`src/rtl/nn_pkg.sv`:
```
// Shared widths, activation limits and state encoding for the neuron accumulator.
package nn_pkg;

  localparam int unsigned PROD_W  = 16;
  localparam int unsigned ACT_W   = 8;
  localparam int          ACT_MAX = 127;
  localparam int          ACT_MIN = -128;

  typedef enum logic [1:0] {
    S_ACC = 2'd0,
    S_FIN = 2'd1,
    S_OUT = 2'd2
  } nacc_state_t;

  typedef logic signed [ACT_W-1:0] act_t;

endpackage

```
`src/rtl/requant_sat.sv`:
```
// Combinational requantizer: round-half-up, arithmetic right shift, saturate to int8.
// Optional ReLU clamp when RELU_EN is defined.
module requant_sat
  import nn_pkg::*;
#(
  parameter int ACC_W = 24,
  parameter int SHIFT = 7
) (
  input  logic signed [ACC_W:0] sum,
  output act_t                  act_c,
  output logic                  sat_c
);

  localparam int unsigned TW = ACC_W + 2;
  localparam logic signed [TW-1:0] RND =
    (SHIFT > 0) ? (TW'(1) <<< ((SHIFT > 0) ? SHIFT - 1 : 0)) : TW'(0);
  localparam logic signed [TW-1:0] Y_MAX = TW'(ACT_MAX);
  localparam logic signed [TW-1:0] Y_MIN = TW'(ACT_MIN);

  logic signed [TW-1:0] t;
  logic signed [TW-1:0] y;

  // One guard bit above the sum keeps the rounding add from wrapping.
  always_comb begin
    t     = $signed({sum[ACC_W], sum}) + RND;
    y     = t >>> SHIFT;
    sat_c = 1'b0;
    act_c = act_t'(y[ACT_W-1:0]);
    if (y > Y_MAX) begin
      act_c = act_t'(ACT_MAX);
      sat_c = 1'b1;
    end else if (y < Y_MIN) begin
      act_c = act_t'(ACT_MIN);
      sat_c = 1'b1;
    end
`ifdef RELU_EN
    if (act_c[ACT_W-1]) begin
      act_c = '0;
    end
`else
`endif
  end

endmodule

```
`src/rtl/neuron_acc8.sv`:
```
// Neuron accumulator: sums N_INPUTS signed products plus bias, requantizes to int8.
// Build option: define RELU_EN to clamp negative activations to zero.
module neuron_acc8
  import nn_pkg::*;
#(
  parameter int N_INPUTS = 4,
  parameter int ACC_W    = 24,
  parameter int SHIFT    = 7
) (
  input  logic                     clk,
  input  logic                     rst,
  input  logic                     clr,
  input  logic                     in_valid,
  output logic                     in_ready,
  input  logic signed [PROD_W-1:0] prod,
  input  logic signed [PROD_W-1:0] bias,
  output logic                     out_valid,
  input  logic                     out_ready,
  output act_t                     out_act,
  output logic                     out_sat
);

  localparam int unsigned CNT_W = (N_INPUTS > 1) ? $clog2(N_INPUTS) : 1;

  if (N_INPUTS < 1) begin : g_n_inputs_check
    $error("N_INPUTS must be at least 1");
  end
  if (ACC_W < 17 + $clog2(N_INPUTS)) begin : g_acc_w_check
    $error("ACC_W too small to hold N_INPUTS products without overflow");
  end
  if (SHIFT < 0 || SHIFT > ACC_W - 2) begin : g_shift_check
    $error("SHIFT out of range 0..ACC_W-2");
  end

  nacc_state_t             state_q, state_d;
  logic signed [ACC_W-1:0] acc_q, acc_d;
  logic [CNT_W-1:0]        cnt_q, cnt_d;
  logic                    in_ready_q, in_ready_d;
  logic                    out_valid_q, out_valid_d;
  act_t                    out_act_q, out_act_d;
  logic                    out_sat_q, out_sat_d;

  logic signed [ACC_W:0]   sum_c;
  act_t                    act_c;
  logic                    sat_c;

  assign sum_c = $signed({acc_q[ACC_W-1], acc_q})
               + $signed({{(ACC_W + 1 - PROD_W){bias[PROD_W-1]}}, bias});

  requant_sat #(
    .ACC_W (ACC_W),
    .SHIFT (SHIFT)
  ) u_requant (
    .sum   (sum_c),
    .act_c (act_c),
    .sat_c (sat_c)
  );

  // Next-state and output logic; clr overrides any handshake in flight.
  always_comb begin
    state_d     = state_q;
    acc_d       = acc_q;
    cnt_d       = cnt_q;
    out_valid_d = out_valid_q;
    out_act_d   = out_act_q;
    out_sat_d   = out_sat_q;
    if (clr) begin
      state_d     = S_ACC;
      acc_d       = '0;
      cnt_d       = '0;
      out_valid_d = 1'b0;
    end else begin
      unique case (state_q)
        S_ACC: begin
          if (in_valid && in_ready_q) begin
            acc_d = acc_q + $signed({{(ACC_W - PROD_W){prod[PROD_W-1]}}, prod});
            if (cnt_q == CNT_W'(N_INPUTS - 1)) begin
              cnt_d   = '0;
              state_d = S_FIN;
            end else begin
              cnt_d = cnt_q + CNT_W'(1);
            end
          end
        end
        S_FIN: begin
          out_act_d   = act_c;
          out_sat_d   = sat_c;
          out_valid_d = 1'b1;
          state_d     = S_OUT;
        end
        S_OUT: begin
          if (out_valid_q && out_ready) begin
            out_valid_d = 1'b0;
            acc_d       = '0;
            state_d     = S_ACC;
          end
        end
        default: begin
          state_d = S_ACC;
        end
      endcase
    end
    in_ready_d = (state_d == S_ACC);
  end

  always_ff @(posedge clk or negedge rst) begin
    if (!rst) begin
      state_q     <= S_ACC;
      acc_q       <= '0;
      cnt_q       <= '0;
      in_ready_q  <= 1'b1;
      out_valid_q <= 1'b0;
      out_act_q   <= '0;
      out_sat_q   <= 1'b0;
    end else begin
      state_q     <= state_d;
      acc_q       <= acc_d;
      cnt_q       <= cnt_d;
      in_ready_q  <= in_ready_d;
      out_valid_q <= out_valid_d;
      out_act_q   <= out_act_d;
      out_sat_q   <= out_sat_d;
    end
  end

  assign in_ready  = in_ready_q;
  assign out_valid = out_valid_q;
  assign out_act   = out_act_q;
  assign out_sat   = out_sat_q;

endmodule

```
`config.mk`:
```
export PLATFORM = sky130hd
export DESIGN_NAME = neuron_acc8
export DESIGN_NICKNAME = d
export VERILOG_FILES = /design/src/rtl/nn_pkg.sv /design/src/rtl/requant_sat.sv /design/src/rtl/neuron_acc8.sv
export SDC_FILE = /design/constraint.sdc
export NUM_CORES = 1
export LEC_CHECK = 0
export CORE_UTILIZATION = 57
export DETAILED_ROUTE_END_ITERATION = 10
export PLACE_DENSITY = 0.81
export SLEW_MARGIN = 20
export SYNTH_ARGS = -nofsm -noshare
export SYNTH_HDL_FRONTEND = slang
export SYNTH_SLANG_ARGS = --single-unit
export TNS_END_PERCENT = 1
```
`constraint.sdc`:
```
create_clock -name clk -period 3.4 [get_ports clk]
set_input_delay 0.51 -clock clk [delete_from_list [all_inputs] [get_ports clk]]
set_output_delay 0.51 -clock clk [all_outputs]
set_load 0.1 [all_outputs]
```
==> flow_results.org <==
** Place
- Port buffer count :: 47
- The congestion estimate from routability-driven global placement came to 0.880.
- After legalization and detailed placement, the total HPWL measured a little under 8000 um.
- Once placement finished, the instance area stood at ~0.0049 mm2.

** Routing
- Count of vias placed by the detailed router :: 4064
- Wire length after detailed routing :: about 12000 um
- Using the TritonRoute via totals, the vias-per-cell ratio works out to between 6 and 7.
- The first routing iteration left between 200 and 300 violations.
- The first TritonRoute pass finished after 6 iterations.
- The count of nets left with antenna violations once routing finished came out at 0.
- Routed wire per std cell :: between 15 and 20 um
- Total DRC errors in the routed layout :: 0

** Worst setup path
- STA classifies the critical path startpoint as a primary input.
- Register-to-Register Setup Slack :: 40 ps
- Kind of critical path :: in2reg
- Destination of the worst register-to-register timing path :: out_act[5]
- Counting cells, the worst reg-to-reg path comes to 14.
- Crit Path Max Fanout :: 8
- Required time of the critical path :: ~3600 ps
- In this run the critical register-to-register path is launched from acc_q[6].
- STA classifies the critical path endpoint as a register.
- STA puts the critical path data arrival time at between 3000 and 4000 ps.

** Synth
- After synthesis, the largest area contributor takes up a little under a quarter of total cell area.
- Share of synthesized registers carrying an async set or reset :: 100%
- List of most frequent post-synthesis cells :: 70 x sky130_fd_sc_hd__ha_1, 39 x sky130_fd_sc_hd__a21oi_1, 38 x sky130_fd_sc_hd__dfrtp_1
- Yosys Warn Count :: 0
- The synthesized netlist occupies a cell area of between 0.004 and 0.005 mm2.
- Count leader, synth :: sky130_fd_sc_hd__ha_1
- Sequential area share after synthesis :: 24.3%
- Top_reg_cell synth :: sky130_fd_sc_hd__dfrtp_1
- A synthesized cell averages 8.79 um2.
- Count of distinct cell types in the synthesized netlist :: between 50 and 60
- Counting every net in the synthesized netlist gives 565.
- Count of mapped cells out of synthesis :: 457
- Counting flops and latches in the post-synthesis netlist gives 39.
- In this run, synthesis inferred 0 flip-flops with an integrated enable.
- sky130_fd_sc_hd__dfrtp_1 takes more of the synthesized area than any other cell.
- Synth area leaders :: sky130_fd_sc_hd__dfrtp_1 24%, sky130_fd_sc_hd__ha_1 22%, sky130_fd_sc_hd__a21oi_1 4.9%

** Run
- Max_cap viols :: 0

** Layout
- At the end of the flow, the number of nets in the layout was between 600 and 700.
- Area added between synthesis and finish :: 35.8%
- Cells fill approximately four fifths of the core in the end.
- Counting the fill cells in the layout gives 435.
- Final antenna diode count :: 0
- Ratio of cells with drive above 1 in the final layout :: between 20 and 25%
- The finished cells cover around 0.0055 mm2.

** Die
- The floorplan step defined a die boundary enclosing 0.00739 mm2.
- Overall die height :: 86.0 um
- FP Rows :: 30
- Core Region :: about 0.0068 mm2
- Num ports :: 48
- For this configuration, the core starts out at a cell density of between 50% and 60%.
- Measured along the x axis, the die boundary spans 86.0 um.

** Clock tree
- CTS built an H-tree with a depth of 2.
- Number of buffers inserted for hold repair after clock tree synthesis :: 0
- Clock latency on the worst-skew pair, taken at its later pin, is ~310 ps.
- TritonCTS built the clock tree.
- Clock tree buffer depth :: 2
- Clock tree synthesis selected as its root buffer the cell sky130_fd_sc_hd__clkbuf_8.
- Counting every sink on the clock net gives 39.
- Buffers inserted during clock tree synthesis total 5.
- Clock-pin slew was measured on the worst setup and hold paths at around 90 ps.

** Pwr
- In this run switching power makes up 44.0% of total power.
- Internal power :: about 1500 uW
- Share of power burned in combinational logic :: 63.4%
- For this design the static power due to leakage is about 0.0027 uW.
- Reg power frac :: between 20 and 25%
- Net load switching power :: between 1000 and 1500 uW
- IR analysis of the VDD net gives a maximum drop of between 200 and 250 uV.
- Clock share of power :: between 10% and 20%
- Dividing total power by cell area gives a power density of 476 mW/mm2.

** GRT
- Number of global-route vias before repair :: 3867
- Pin count of the biggest net entering global routing :: 40
- For this run, the total global-route usage over all layers was measured as about 29%.
- GRT overflow :: 0
- The initial antenna violation count came to 0.
- Wire length of the first global-routing pass :: approximately 17000 um

** STA
- The final-report max-slew violation count came to 0.
- Actual transition at the worst max-transition pin :: ~960 ps
- Hold Violations, Final :: 0
- After layout, the worst path uses 101% of the clock period.
- Setup violations remaining at the end of the flow were counted as 8.
- For the final database, setup skew stands at about 14 ps.
- Minimum period implied by the final worst setup slack :: about 3400 ps
- In this run the tightest slew margin relative to its limit is between 30% and 40%.
- Fmax :: just under 0.3 GHz
- Post-layout worst setup margin :: -43.0 ps

** Status
- Status :: finished, violations left
- The final reports fail on negative setup slack.

** Worst hold path
- Hold crit path type :: in2async
-- power by group through the flow --
stage               clock network [uW]  registers [uW]  logic, uW
finish                             370             581       1650
global route                       389             589       1770
CTS                                374             577       1460
detailed placement                   0             585       1380
global placement                     0             580       1330
floorplan                            0             665        850
-- placed cells by master, fill, tap and decap left out, drive strengths merged, types with 4 or more instances in the layout --
cell / count
nor2: 30
nor2b: 5
o21ai: 29
a21oi: 39
buf: 56
nand4: 4
nor3: 11
and3: 4
inv: 19
clkbuf: 8
and2: 6
nand3: 12
dfrtp: 38
o21bai: 5
xor2: 15
nor4: 4
dlymetal6s2s: 8
xnor2: 19
nand2: 33
ha: 70
a21o: 18
a22o: 20
nand2b: 4
mux2i: 4
clkdlybuf4s50: 36
o21a: 9
-- final cells by class --
type | count | area (um2) | area share (%)
Multi-Input combinational cell | 385 | 3300 | 60.5
Sequential cell | 39 | 977 | 17.9
Timing Repair Buffer | 101 | 887 | 16.3
Clock buffer | 8 | 100 | 1.83
Tap cell | 96 | 120 | 2.20
Inverter | 19 | 71.3 | 1.31
-- state kept, by name, summed over array words and instances, names as in the netlist --
register / flops
cnt_q: 2
out_act: 8
out_sat: 1
acc_q: 24
out_valid: 1
in_ready: 1
state_q: 2
-- worst max-delay path: stages --
cell                              delay, ps
sky130_fd_sc_hd__clkdlybuf4s50_1        460
sky130_fd_sc_hd__ha_1                   360
sky130_fd_sc_hd__ha_4                   300
sky130_fd_sc_hd__nand3_1                150
sky130_fd_sc_hd__nor2_1                 250
sky130_fd_sc_hd__o211a_1                250
sky130_fd_sc_hd__buf_4                  150
sky130_fd_sc_hd__o2111ai_1              130
sky130_fd_sc_hd__o41ai_2                110
sky130_fd_sc_hd__o211ai_1               190
sky130_fd_sc_hd__nor4_4                 360
sky130_fd_sc_hd__a31oi_4                180
sky130_fd_sc_hd__nor2_1                 170
sky130_fd_sc_hd__o21ai_2                 70
-- logic make-up after synthesis --
| group | after synthesis | share of synthesized area, % |
|---|---|---|
| muxes | 5 | 1.28 |
| adders and majority gates | 71 | 22.3 |
| AOI/OAI and AO/OA | 155 | 27.2 |
| xor gates and xnor gates | 34 | 7.41 |
| buffers and inverters | 33 | 3.21 |
| and+or+nand+nor | 120 | 14.3 |
| DFF | 39 | 24.3 |
-- worst max-delay path by stage --
stage / end / from / slack (ps)
after floorplan: out_sat / bias[6] / 190
after global placement: out_sat / bias[6] / -350
after detailed placement: out_sat / bias[6] / -480
after CTS: out_act[4] / bias[6] / 5
after global routing: out_act[0] / bias[11] / -230
final: out_act[4] / bias[14] / -40
-- timing repair --
| action | 4_1_cts | 5_1_grt |
|---|---|---|
| setup buffers | 0 | 1 |
| endpoints found under the hold margin | 0 | 0 |
| setup endpoints to repair | 8 | 8 |
| resized for setup | 20 | 47 |
| cloned | 0 | 0 |
| pin swaps | 21 | 28 |
-- per-stage QoR --
| stage | total power (uW) | instances | hold WS, ps | setup slack [ps] | setup TNS [ps] |
|---|---|---|---|---|---|
| floorplan | 1510 | 457 | 214 | 188 | 0 |
| global placement | 1910 | 639 | 467 | -350 | -2830 |
| detailed placement | 1960 | 639 | 475 | -485 | -3950 |
| CTS | 2410 | 647 | 375 | 5.32 | 0 |
| global route | 2750 | 648 | 410 | -233 | -1660 |
| finish | 2600 | 648 | 335 | -43.0 | -223 |
-- layer usage --
metal	track usage (%)	part of all wire [%]
met1	33.2	41
met5	0	0
met2	54.0	51
met3	4.14	4.9
met4	9.55	3.2
(Power assumes the default switching activity.)
